<file path="src/rtl/mem_arb_pkg.sv">
// Shared types and constants for the unified memory port arbiter:
// FSM state encoding, data-side command codes and parameter defaults.
package mem_arb_pkg;

    typedef enum logic [1:0] {
        IDLE   = 2'b00,
        BUSY_I = 2'b01,
        BUSY_D = 2'b10
    } arb_state_e;

    localparam logic [1:0] DMC_NOP = 2'b00;
    localparam logic [1:0] DMC_RD  = 2'b01;
    localparam logic [1:0] DMC_WR  = 2'b10;

    localparam int          DEFAULT_MAX_WAIT   = 64;
    localparam logic [31:0] DEFAULT_ABORT_DATA = 32'hDEADBEEF;

    // Only reads and writes reach memory; nop and the reserved code do not.
    function automatic logic dmc_is_mem(input logic [1:0] dmc);
        return (dmc == DMC_RD) || (dmc == DMC_WR);
    endfunction

endpackage

</file>
<file path="src/rtl/mem_wait_timer.sv">
// 8-bit saturating wait counter; flags when a granted transaction has
// waited MAX_WAIT-1 cycles without an acknowledge.
module mem_wait_timer
    import mem_arb_pkg::*;
#(
    parameter int MAX_WAIT = DEFAULT_MAX_WAIT
) (
    input  logic clk,
    input  logic rst_n,
    input  logic clear,
    input  logic enable,
    output logic expired
);

    localparam logic [7:0] LIMIT = 8'(MAX_WAIT - 1);

    logic [7:0] count_q;
    logic [7:0] count_d;

    always_comb begin
        count_d = count_q;
        if (clear) begin
            count_d = 8'd0;
        end else if (enable && (count_q != 8'hFF)) begin
            count_d = count_q + 8'd1;
        end
    end

    always_ff @(posedge clk or negedge rst_n) begin
        if (!rst_n) begin
            count_q <= 8'd0;
        end else begin
            count_q <= count_d;
        end
    end

    assign expired = (count_q == LIMIT);

endmodule

</file>
<file path="src/rtl/mem_port_arbiter.sv">
// Shares one memory port between instruction fetch and data access.
// Define ARB_RR_EN for round-robin arbitration; default is D-over-I priority.
module mem_port_arbiter
    import mem_arb_pkg::*;
#(
    parameter int          MAX_WAIT   = DEFAULT_MAX_WAIT,
    parameter logic [31:0] ABORT_DATA = DEFAULT_ABORT_DATA
) (
    input  logic        CLK,
    input  logic        RESET,
    input  logic        i_req,
    input  logic [31:0] i_addr,
    output logic [31:0] i_rdata,
    output logic        i_ready,
    input  logic        d_req,
    input  logic [1:0]  d_dmc,
    input  logic [31:0] d_addr,
    input  logic [31:0] d_wdata,
    output logic [31:0] d_rdata,
    output logic        d_ready,
    output logic        m_req,
    output logic        m_we,
    output logic [31:0] m_addr,
    output logic [31:0] m_wdata,
    input  logic [31:0] m_rdata,
    input  logic        m_ack,
    output logic        err
);

    arb_state_e  state_q, state_d;
    logic        m_req_q, m_req_d;
    logic        m_we_q, m_we_d;
    logic [31:0] m_addr_q, m_addr_d;
    logic [31:0] m_wdata_q, m_wdata_d;
    logic [31:0] i_rdata_q, i_rdata_d;
    logic [31:0] d_rdata_q, d_rdata_d;
    logic        i_ready_q, i_ready_d;
    logic        d_ready_q, d_ready_d;
    logic        err_q, err_d;

    logic        timer_clear;
    logic        timer_en;
    logic        timer_expired;

    logic        i_valid;
    logic        d_active;
    logic        d_valid;
    logic        d_nop;
    logic        grant_i;
    logic        grant_d;

    // A requester whose ready is high this cycle was just served; skip it.
    assign i_valid  = i_req && !i_ready_q;
    assign d_active = d_req && !d_ready_q;
    assign d_valid  = d_active && dmc_is_mem(d_dmc);
    assign d_nop    = d_active && !dmc_is_mem(d_dmc);

`ifdef ARB_RR_EN
    logic last_grant_q, last_grant_d;

    assign grant_d = d_valid && (!i_valid || !last_grant_q);
`else
    assign grant_d = d_valid;
`endif
    assign grant_i = i_valid && !grant_d;

    mem_wait_timer #(
        .MAX_WAIT (MAX_WAIT)
    ) u_wait_timer (
        .clk     (CLK),
        .rst_n   (RESET),
        .clear   (timer_clear),
        .enable  (timer_en),
        .expired (timer_expired)
    );

    always_comb begin
        state_d     = state_q;
        m_req_d     = m_req_q;
        m_we_d      = m_we_q;
        m_addr_d    = m_addr_q;
        m_wdata_d   = m_wdata_q;
        i_rdata_d   = i_rdata_q;
        d_rdata_d   = d_rdata_q;
        i_ready_d   = 1'b0;
        d_ready_d   = 1'b0;
        err_d       = err_q;
        timer_clear = 1'b0;
        timer_en    = 1'b0;
`ifdef ARB_RR_EN
        last_grant_d = last_grant_q;
`endif

        case (state_q)
            IDLE: begin
                if (d_nop) begin
                    d_ready_d = 1'b1;
                end
                if (grant_d) begin
                    m_req_d     = 1'b1;
                    m_we_d      = (d_dmc == DMC_WR);
                    m_addr_d    = d_addr;
                    m_wdata_d   = d_wdata;
                    timer_clear = 1'b1;
                    state_d     = BUSY_D;
`ifdef ARB_RR_EN
                    last_grant_d = 1'b1;
`endif
                end else if (grant_i) begin
                    m_req_d     = 1'b1;
                    m_we_d      = 1'b0;
                    m_addr_d    = i_addr;
                    m_wdata_d   = 32'd0;
                    timer_clear = 1'b1;
                    state_d     = BUSY_I;
`ifdef ARB_RR_EN
                    last_grant_d = 1'b0;
`endif
                end
            end

            BUSY_I, BUSY_D: begin
                // An acknowledge in the timeout cycle still completes normally.
                if (m_ack || timer_expired) begin
                    m_req_d = 1'b0;
                    m_we_d  = 1'b0;
                    state_d = IDLE;
                    if (!m_ack) begin
                        err_d = 1'b1;
                    end
                    if (state_q == BUSY_I) begin
                        i_ready_d = 1'b1;
                        i_rdata_d = m_ack ? m_rdata : ABORT_DATA;
                    end else begin
                        d_ready_d = 1'b1;
                        if (!m_we_q) begin
                            d_rdata_d = m_ack ? m_rdata : ABORT_DATA;
                        end
                    end
                end else begin
                    timer_en = 1'b1;
                end
            end

            default: begin
                state_d = IDLE;
                m_req_d = 1'b0;
                m_we_d  = 1'b0;
            end
        endcase
    end

    always_ff @(posedge CLK or negedge RESET) begin
        if (!RESET) begin
            state_q   <= IDLE;
            m_req_q   <= 1'b0;
            m_we_q    <= 1'b0;
            m_addr_q  <= 32'd0;
            m_wdata_q <= 32'd0;
            i_rdata_q <= 32'd0;
            d_rdata_q <= 32'd0;
            i_ready_q <= 1'b0;
            d_ready_q <= 1'b0;
            err_q     <= 1'b0;
        end else begin
            state_q   <= state_d;
            m_req_q   <= m_req_d;
            m_we_q    <= m_we_d;
            m_addr_q  <= m_addr_d;
            m_wdata_q <= m_wdata_d;
            i_rdata_q <= i_rdata_d;
            d_rdata_q <= d_rdata_d;
            i_ready_q <= i_ready_d;
            d_ready_q <= d_ready_d;
            err_q     <= err_d;
        end
    end

`ifdef ARB_RR_EN
    always_ff @(posedge CLK or negedge RESET) begin
        if (!RESET) begin
            last_grant_q <= 1'b0;
        end else begin
            last_grant_q <= last_grant_d;
        end
    end
`endif

    assign m_req   = m_req_q;
    assign m_we    = m_we_q;
    assign m_addr  = m_addr_q;
    assign m_wdata = m_wdata_q;
    assign i_rdata = i_rdata_q;
    assign d_rdata = d_rdata_q;
    assign i_ready = i_ready_q;
    assign d_ready = d_ready_q;
    assign err     = err_q;

endmodule
</file>
<file path="config.mk">
export PLATFORM = sky130hd
export DESIGN_NAME = mem_port_arbiter
export DESIGN_NICKNAME = d
export VERILOG_FILES = /design/src/rtl/mem_arb_pkg.sv /design/src/rtl/mem_wait_timer.sv /design/src/rtl/mem_port_arbiter.sv
export SDC_FILE = /design/constraint.sdc
export NUM_CORES = 1
export LEC_CHECK = 0
export BUFFER_PORTS_ARGS = -buffer_cell sky130_fd_sc_hd__buf_2
export CAP_MARGIN = 20
export CORE_MARGIN = 5
export CORE_UTILIZATION = 45
export DETAILED_ROUTE_END_ITERATION = 10
export PLACE_DENSITY_LB_ADDON = 0.2
export SLEW_MARGIN = 20
export SYNTH_ARGS = -nofsm -noshare
export SYNTH_HDL_FRONTEND = slang
export SYNTH_SLANG_ARGS = --single-unit
</file>
<file path="constraint.sdc">
create_clock -name CLK -period 5.3 [get_ports CLK]
set_input_delay 1.06 -clock CLK [delete_from_list [all_inputs] [get_ports CLK]]
set_output_delay 1.06 -clock CLK [all_outputs]
set_load 0.05 [all_outputs]
</file>
# Yosys cells after proc, flatten, opt, wreduce, memory -nomap -nowiden
# Cells that the tools add are included.
# totals
reg_bits,143
inputBits,135
out_inout_bits,133
wordCells,74
# classes
addsub,1
eq_ne,8
n_mux,30
bitwise_logic,3
reduce_logical,21
# ops
op,count
32-bit 2-to-1 mux,5
1-bit 2-to-1 mux,16
8-bit 2-to-1 mux,2
8-bit by 1-bit adder with 8-bit output (second input constant),1
8-bit by 6-bit == test with 1-bit output (second input constant),1
8-bit inequality test (second input constant),1
1-bit logical AND,6
2-bit 2-to-1 mux,3
1-bit case mux with 2 select lines,3
3-bit AND reduction,2
2-bit by 1-bit == test with 1-bit output (second input constant),2
2-bit == test (second input constant),2
1-bit zero test,4
2-bit case mux with 2 select lines,1
2-bit AND reduction,2
4-bit AND reduction,1
2-bit nonzero test,2
3-bit inequality test (second input constant),1
1-bit inverter,3
2-bit zero test,1
1-bit logical OR,2
2-bit inequality test (second input constant),1
2-bit OR reduction,1

# Longest topological paths before layout
# Gate-level depths: netlist of the first run.
# depth
word_depth,9
ltp_mapped,9
depth_no_buf,6

# By module
# Synthesis of the first run repeated with hierarchy kept, for this count alone.
# unflattened
hier_cells,457
hier_area_um2,5978.2
# by_module_without_submodules
mod,n_inst,cells_each,area_per_inst_um2,seq_area_each_um2
mem_port_arbiter,1,406,5476.5,3378.2
mem_wait_timer,1,51,501.7,200.2

# Worst setup path before layout of the first run
# No wires, ideal clock.
# synth_path
kind,input to register
start,in d_dmc[0]
end,reg m_addr_q[14] (netlist: m_addr[14])
setup_time_ps,135
t_arrival_ps,2330
t_required_ps,5165
slack_ps,2835
path_stages,9
n_path_buf,3
path_cell_list,inv_1 -> ha_1 -> nor3b_1 -> buf_2 -> o21ai_2 -> buf_2 -> buf_2 -> nand2_1 -> o21ai_0
# synth_via
elab_chain_cells,7
word_cells_on_any_way,9
classes_between,eq/ne: 2; mux: 1; reduce/logical: 6
# synth_lines
element,line_no,source
"start, declared",mem_port_arbiter.sv:16,"input logic [1:0] d_dmc,"
2-bit by 1-bit == test with 1-bit output or 2-bit == test (tied branches),mem_arb_pkg.sv:20,return (dmc == DMC_RD) || (dmc == DMC_WR);
1-bit logical OR (*),mem_arb_pkg.sv:20,
1-bit logical AND (*),mem_port_arbiter.sv:55,assign d_valid = d_active && dmc_is_mem(d_dmc);
1-bit zero test,mem_port_arbiter.sv:65,assign grant_i = i_valid && !grant_d;
1-bit logical AND,mem_port_arbiter.sv:65,
2-bit nonzero test (no line),--,
2-bit AND reduction (no line),--,
"end signal, assigned",mem_port_arbiter.sv:169,m_addr_q <= m_addr_d;
"end, declared",mem_port_arbiter.sv:33,"logic [31:0] m_addr_q, m_addr_d;"
# Mark *: on every way between the ends. The rest lies on a longest branch, timed or not.
# A chain may end at the register's enable or synchronous reset.

# Worst setup path in the final report of the first run
# layout_path
start,in d_dmc[0]
end,reg m_addr_q[13] (netlist: m_addr[13])
# Same word-level chain as after synthesis.

==> run metrics, run 1 <==
Post-CTS Resized=0; Rel. slew slack=39.3%; Synth Flop Type=dfrtp_1; Skew-Pair Late Insertion Delay=0.40 ns; post-synth top area share=62.9%; H-tree Lvls=4; Initial Util=45.4%; Area Overhead vs Synth=35.1%; actual slew at the worst max-slew pin=0.908 ns; setup TNS=0 ns; Vias=4527; Tmin final=2.55 ns; Worst Hold Class=flip-flop to flip-flop; Worst Path Arrival=2.81 ns; Final Cycle Share=48.1%; Worst Path Required=5.56 ns; RSZ-0062 raised after global routing=false; Final Setup Violations=0; Die Area=15000 um^2; CTS sink count=143; vias in the first global route=4818; Rows=41; clk slew on worst S/H paths=0.06 ns; Hold Buf Count CTS=0; worst path cell trace=buf_2, inv_1, ha_1, nor3b_2, buf_4, mux2i_1, o21ai_0; largest net degree at the start of global routing=98; I/O pin count=268; Antenna Cells=0; CTS tree=built; syn_area_per_cell=12.9 um^2; CP max-delay cell=buf_4; Max Cap Violations=0; syn_nets=580; Yosys warnings=0; 1st-pass router iterations=4; Post-CTS Setup Inserts=0; DRT Wirelength=15600 um; delay-heaviest family, CP=buffers and inverters; Crit Path Category=input port to flip-flop; Cell Area, Synth=5690 um^2; Total Routing Usage GR=20.5%; area occupied by multi-input gates=1960 um^2; Worst setup SP type=input port; post-detail-place hpwl=11300 um; Die W=122 um; Synth cell types=40; sequential area share after synthesis=62.9%; Max Slew Vio Count=0; number of flops mapped to enable cells by yosys=0; clk root buf=clkbuf_16; post-synthesis register bit count=143; antenna-violating nets left=0; 1st-iter DRT viols=279; Worst setup EP type=flip-flop; largest area contributor in the netlist=dfrtp_1; final hold viol count=0; asr flop ratio synth=100%; Buf/Inv on CP=3; largest cells by area after synthesis=dfrtp_1 (63%), a22o_1 (7.5%), o22a_1 (7.5%); WL/cell=17.7 um; antenna violations before repair=0; first-pass GRT wire length=24000 um; port buffer count=267; Vert. Die Dim=122 um; storage element area=3580 um^2; final net count=840; CTS max path bufs=2; CP max stage delay=0.54 ns; # fillers=1099; Core ar.=12500 um^2; critical path peak fanout=33; Num CTS Buffers=17; Avg Vias per Cell=5.14; status=finished, final reports clean; share of cells above drive strength 1=43.3%; Fin Clk Skew=0.00770 ns; RePlAce Congestion=0.765; max frequency=392 MHz; Mapped Cells=440; grt ovf=0; DRC=0
==> path summary, 6_finish.rpt <==
kind,startpoint,to,slack (ns),depth (start not counted)
max in group asynchronous,RESET,d_rdata[27],3.41,2
setup reg to reg,state_q[0],d_rdata[18],2.92,5
min in group asynchronous,RESET,i_rdata[3],0.74,1
hold / removal,err,err,0.45,1
setup / recovery,d_dmc[0],m_addr[13],2.75,7
hold reg to reg,err,err,0.45,1
==> cell usage in the layout (no fill, tap or decap), types with 2 or more instances in the layout <==
master	n
buf_2	266
dfrtp_1	143
a22o_1	49
o22a_1	49
nand2_1	39
mux2i_1	32
o21ai_0	26
clkbuf_16	17
o21ai_1	9
a21oi_1	8
nor2_1	7
ha_1	5
buf_4	5
inv_1	4
xnor2_1	4
clkinv_2	4
a21o_1	3
nand3_1	3
nand4b_1	2
nor2b_1	2
and2_1	2
nand2b_1	2
or3_1	2
clkbuf_1	2
clkbuf_8	2
==> cells by family (layout without fill, tap and decap cells) <==
logic type                 after synthesis  after routing  synth area share, %
and+or+nand+nor                         67             67                 5.81
buffers and inverters                   36            305                 3.01
adders and majority gates                5              5                 1.10
muxes                                   32             32                 5.63
xor gates and xnor gates                 4              4                0.616
DFF                                    143            143                 62.9
AOI/OAI and AO/OA                      153            153                 20.9
==> flip-flops by register name, summed over array words and instances, names as in the netlist <==
signal                count
d_rdata                  32
i_rdata                  32
m_addr                   32
m_wdata                  32
u_wait_timer.count_q      8
state_q                   2
d_ready                   1
err                       1
i_ready                   1
m_req                     1
m_we                      1
==> layout make-up <==
type / instances / share of cell area, %
timing repair buffer: 272 / 18.0
inverter: 5 / 0.244
clock buffer: 21 / 5.99
clock inverter: 7 / 0.863
multi-input combinational: 261 / 25.6
tap: 172 / 2.80
sequential: 143 / 46.6
==> per-stage QoR <==
stage,hold slack [ns],setup slack (ns),cells,instance area [um^2],util [%]
floorplan,0.491,2.84,440,5690,-
global placement,0.441,2.42,853,7160,57.2
detailed placement,0.441,2.32,853,7160,57.2
CTS,0.456,2.74,881,7680,61.4
global route,0.493,2.61,881,7680,61.4
finish,0.451,2.75,881,7680,61.4
==> synthesized netlist by cell type (2+ instances only) <==
cell        n
nand4b_1    2
nand3_1     3
a21o_1      3
buf_1       2
dfrtp_1   143
inv_1       4
ha_1        5
buf_2      11
nand2b_1    2
a22o_1     49
buf_6       3
o22a_1     49
xnor2_1     4
nor3b_1     2
clkbuf_1   15
mux2i_1    32
a21oi_1     8
or3_1       2
o21ai_1     9
o21ai_0    26
and2_1      2
nor2_1      7
nor2b_1     2
nand2_1    39
==> metal layers <==
metal,share of wire (%),track usage (%),vias up
li1,-,-,2141
met1,39,24.6,2221
met2,52,34.8,145
met3,7.4,6.50,20
met4,1.8,7.70,0
met5,0,0,-
Power of run 1 is left out: the tool's default activity adds up to more than one toggle a clock period on the data nets, which glitch-free logic cannot reach.
==> inputs of run 2 (changes only) <==
Settings changed: ABC_AREA from default to 1, CORE_UTILIZATION 45 to 44.
Clock period 5.3 ns to 2.2 ns, I/O delays scaled along.
==> run metrics, run 2 <==
status=finished, final reports clean; post-layout util=59.3%; syn_nets=948; # fillers=1340; dpl cells=1231; Worst Path Arrival=2.23 ns; WL/cell=15.1 um; Tmin final=1.89 ns; port buffer count=267; Num CTS Buffers=17; Die W=131 um; post-synthesis register bit count=143; critical path peak fanout=56; commonest cells in the netlist=nand2_1 (395), dfrtp_1 (143), nand3_1 (55), inv_1 (48), nand4_1 (33); DRC=0; largest net degree at the start of global routing=58; Die Area=17200 um^2; grt ovf=0; Max Slew Vio Count=0; Antenna Cells=0; H-tree Lvls=4; Total Routing Usage GR=22.1%; Vert. Die Dim=131 um; 1st-pass router iterations=5; Vias=6128; Yosys warnings=0; final worst slack=0.310 ns; clk root buf=clkbuf_16; post-detail-place hpwl=13600 um; first-pass GRT wire length=29700 um; RSZ-0062 raised after global routing=false; Max Cap Violations=0; Fin Clk Skew=0.00897 ns; asr flop ratio synth=100%; number of flops mapped to enable cells by yosys=0; Worst setup EP type=flip-flop; Avg Vias per Cell=4.85; Initial Util=44.6%; post-route insts no fill=1264; Total Power=16.0 mW; Synth Flop Type=dfrtp_1; clk slew on worst S/H paths=0.06 ns; CTS sink count=143; Rel. slew slack=58.8%; most common cell in the synthesized netlist=nand2_1; Finished Cell Area=8590 um^2; Synth cell types=25; actual slew at the worst max-slew pin=0.618 ns; Mapped Cells=808; vias in the first global route=5912; antenna-violating nets left=0; Simple-Gate Fraction of Synth Area=33.5%; worst-case vdd ir drop=1110 uV; compound-cell area share of the yosys netlist=3.22%; r2r startpoint=u_wait_timer.count_q[0]; CP max-delay cell=buf_4; CTS tree=built; LEAKAGE=5.07 nW; CP max stage delay=0.49 ns; final net count=1207; Area Overhead vs Synth=33.1%; largest family of logic cells by synthesized area=simple AND/OR/NAND/NOR gates; HP Start=d_wdata[2]; post-synthesis mux area share=0%; area share of xor/xnor cells in the synthesized design=0.407%; Worst setup SP type=flip-flop; sequential area share after synthesis=55.5%; max frequency=529 MHz; worst path cell trace=ha_1, nand2_1, nor2_2, nand2_2, nand2_4, nand2_2, buf_4, nand2_1, o21ai_2; antenna violations before repair=1; Final Cycle Share=85.9%; Worst Hold Class=input port to flip-flop; post-synth top area share=55.5%; Skew-Pair Late Insertion Delay=0.41 ns; I/O pin count=268; Rows=44; syn_area_per_cell=7.99 um^2; largest cells by area after synthesis=dfrtp_1 (55%), nand2_1 (23%), nand3_1 (4.3%); CTS max path bufs=2; Final Setup Violations=0; pwr/cell area=1870 nW/um^2; Area after DPL=7990 um^2; largest area contributor in the netlist=dfrtp_1; RePlAce Congestion=0.843; most frequent cells in the layout=nand2_1 (395), buf_2 (266), dfrtp_1 (143), nand3_1 (55), inv_1 (48); pre-CTS WS=0.314 ns; Worst Path Required=2.54 ns; final hold viol count=0; Core ar.=14500 um^2; CP startpoint=u_wait_timer.count_q[0]; smallest hold slack=0.224 ns; DRT Wirelength=19100 um; Cell Area, Synth=6450 um^2; setup TNS=0 ns; 1st-iter DRT viols=368; Crit Path Category=flip-flop to flip-flop; share of cells above drive strength 1=31.1%; commonest non-fill, non-tap cell in the layout=nand2_1; adder-cell area share of the yosys netlist=0.970%
-- run 2: area by class of cell --
class                      count  area (um^2)  area share [%]
clock buffer                  17          425            4.95
clock inverter                15          161            1.88
inverter                      51          191            2.23
multi-input combinational    569         2460            28.6
sequential                   143         3580            41.7
tap                          184          230            2.68
timing repair buffer         285         1540            18.0
-- run 2: power breakdown --
group	total, mW	internal (mW)	switching [mW]
sequential	4.55	3.86	0.697
combinational	8.66	1.86	6.80
clock	2.82	1.68	1.14
-- run 2: path summary, 6_finish.rpt --
check	endpoint	slack [ns]	cells after the start
max	i_rdata[0]	0.31	9
min	m_wdata[2]	0.22	3
max reg2reg	i_rdata[0]	0.31	9
min reg2reg	d_rdata[31]	0.46	2
max in group asynchronous	m_addr[22]	0.97	3
min in group asynchronous	d_rdata[10]	0.48	2
-- run 2: cell families after synthesis --
kind of cell | count (synthesis)
adders and majority gates | 5
and+or+nand+nor | 524
buffers and inverters | 96
DFF | 143
AOI/OAI and AO/OA | 37
xor gates and xnor gates | 3
-- run 2: timing repair --
item,4_1_cts,5_1_grt
hold buffers,1,0
resized for setup,0,0
endpoints found under the hold margin,31,0
setup buffers,0,0
-- run 2: worst max-delay path, delay by kind of cell (launching register included) --
family                   cells  cell delay, ns
AO/OA/AOI/OAI                1            0.09
buffers and inverters        1            0.49
AND/OR/NAND/NOR              6            0.54
adder cells (fa/ha/maj)      1            0.25
flip-flops                   1            0.41
-- run 2: per-layer routing --
layer	vias to the layer above	track usage, %	part of all wire [%]
met1	2818	28.5	42
met4	2	7.62	1.8
met3	21	6.44	8.8
met5	-	0	0.094
met2	232	35.9	47
li1	3055	-	-
(Power assumes the default switching activity.)
==> inputs of run 3 (changes only) <==
Settings changed: BUFFER_PORTS_ARGS -buffer_cell sky130_fd_sc_hd__buf_2 to -buffer_cell sky130_fd_sc_hd__buf_4, CORE_UTILIZATION 44 to 43, SYNTH_HIERARCHICAL from default to 1.
==> run metrics, run 3 <==
status=finished, final reports clean; Rel. slew slack=62.1%; 1st-pass router iterations=5; first-pass GRT wire length=27900 um; Tmin final=1.96 ns; final hold viol count=0; Final Cycle Share=89.2%; CTS max path bufs=2; worst-case vdd ir drop=946 uV; Yosys warnings=6; Final Setup Violations=0; Total Power=16.7 mW; hold endpoint=m_wdata[15]; Worst setup EP type=flip-flop; Antenna Cells=0; final net count=1140; largest area contributor in the netlist=dfrtp_1; post-synth top area share=57.6%; Hold Crit Depth=3; CP max stage delay=0.38 ns; Avg Vias per Cell=4.75; dpl cells=1164; Area after DPL=8370 um^2; sequential area share after synthesis=57.6%; Cell Area, Synth=6210 um^2; DRT Wirelength=18300 um; WL/cell=15.3 um; Initial Util=43.2%; Worst Path Required=2.46 ns; Vias=5686; worst path cell trace=ha_1, nand3_1, nor4_4, nor2_8, nor2_4, nand2_2, buf_4, nand2_1, o21ai_0; number of flops mapped to enable cells by yosys=0; Mapped Cells=736; Worst R2R Path Depth=9; critical path peak fanout=64; Worst Path Arrival=2.22 ns; r2r startpoint=u_wait_timer/count_q[1]; largest net degree at the start of global routing=65; commonest cells in the netlist=nand2_1 (369), dfrtp_1 (143), o21ai_0 (42), nand3_1 (41), nor2_1 (30); DRC=0; Worst setup SP type=flip-flop; post-route insts no fill=1197; Rows=44; Core ar.=14400 um^2; asr flop ratio synth=100%; CTS tree=built; Vert. Die Dim=130 um; CP max-delay cell=dfrtp_1; Finished Cell Area=8990 um^2; Skew-Pair Late Insertion Delay=0.41 ns; Synth Flop Type=dfrtp_1; RR Endpoint=d_rdata[10]; Die Area=16900 um^2; Worst Hold Class=input port to flip-flop; commonest non-fill, non-tap cell in the layout=nand2_1; max frequency=510 MHz; syn_nets=876; share of cells above drive strength 1=32.2%; Area Overhead vs Synth=44.8%; most frequent cells in the layout=nand2_1 (369), buf_4 (277), dfrtp_1 (143), o21ai_0 (42), nand3_1 (41); Fin Clk Skew=0.00872 ns; Post-CTS Setup Inserts=0; clk slew on worst S/H paths=0.06 ns; largest cells by area after synthesis=dfrtp_1 (58%), nand2_1 (22%), o21ai_0 (3.4%); H-tree Lvls=4; clk root buf=clkbuf_16; HP Start=d_wdata[15]; RePlAce Congestion=0.869; antenna-violating nets left=0; antenna violations before repair=0; syn_area_per_cell=8.43 um^2; Crit Path Category=flip-flop to flip-flop; 1st-iter DRT viols=425; most common cell in the synthesized netlist=nand2_1; post-detail-place hpwl=13400 um; actual slew at the worst max-slew pin=0.568 ns; vias in the first global route=5478; Total Routing Usage GR=21.4%; Die W=130 um; I/O pin count=268; port buffer count=267; Max Slew Vio Count=0; Synth cell types=27; reg-to-reg setup timing slack=0.24 ns; LEAKAGE=4.99 nW; CTS sink count=143; grt ovf=0; Max Cap Violations=0; pwr/cell area=1850 nW/um^2; post-synthesis register bit count=143; RSZ-0062 raised after global routing=false; Num CTS Buffers=17
==> run 3: how the worst max path moves through the flow <==
stage | startpoint | endpoint | slack [ns]
2_1_floorplan | u_wait_timer/count_q[0] | i_rdata[29] | 0.21
3_3_place_gp | u_wait_timer/count_q[0] | i_rdata[3] | -0.03
3_5_place_dp | u_wait_timer/count_q[1] | i_rdata[15] | -0.19
4_1_cts | u_wait_timer/count_q[1] | i_rdata[15] | 0.07
5_1_grt | u_wait_timer/count_q[1] | d_rdata[11] | 0.05
6_report | u_wait_timer/count_q[1] | d_rdata[10] | 0.24
==> run 3: cell type report <==
class | instances | area (um^2)
multi-input cells | 534 | 2320
inverters | 21 | 86.3
well taps | 184 | 230
clock inverters | 4 | 73.8
flip-flops and latches | 143 | 3580
repair buffers | 283 | 2180
fillers | 1300 | 5380
clock buffers | 28 | 517
==> run 3: repair_timing <==
action,in CTS,in global routing
resized for setup,1,3
setup endpoints to repair,71,50
hold buffers,1,0
endpoints found under the hold margin,32,0
==> run 3: kinds of logic after synthesis <==
family	Yosys count	synth area share [%]
adders and majority gates	5	1.01
DFF	143	57.6
buffers and inverters	59	5.28
and+or+nand+nor	454	29.5
AOI/OAI and AO/OA	71	6.01
xor gates and xnor gates	4	0.565
==> run 3: metrics by stage <==
stage	setup TNS [ns]	hold WS, ns	worst slack [ns]	utilization [%]
finish	0	0.255	0.238	62.5
global route	0	0.249	0.0486	62.5
CTS	0	0.237	0.0736	62.5
detailed placement	-8.12	0.356	-0.191	58.2
global placement	-0.219	0.354	-0.0260	58.2
floorplan	0	0.144	0.208	-
==> run 3: worst max-delay path, delay by kind of cell (launching register included) <==
family / cells / cell delay (ns)
and+or+nand+nor: 6 / 0.81
DFF: 1 / 0.38
buffers and inverters: 1 / 0.30
adders and majority gates: 1 / 0.21
AOI/OAI and AO/OA: 1 / 0.10
==> run 3: where the power goes <==
| part | internal, mW | switching [mW] |
|---|---|---|
| sequential | 3.87 | 0.684 |
| clock | 1.82 | 1.02 |
| combinational | 2.56 | 6.71 |
==> run 3: layer usage <==
| layer | up-vias | global-route usage, % | wire length [um] |
|---|---|---|---|
| met3 | 36 | 6.43 | 1530 |
| met5 | - | 0 | 0 |
| met4 | 0 | 9.29 | 577 |
| met2 | 193 | 35.8 | 9030 |
| li1 | 2831 | - | - |
| met1 | 2626 | 25.5 | 7200 |
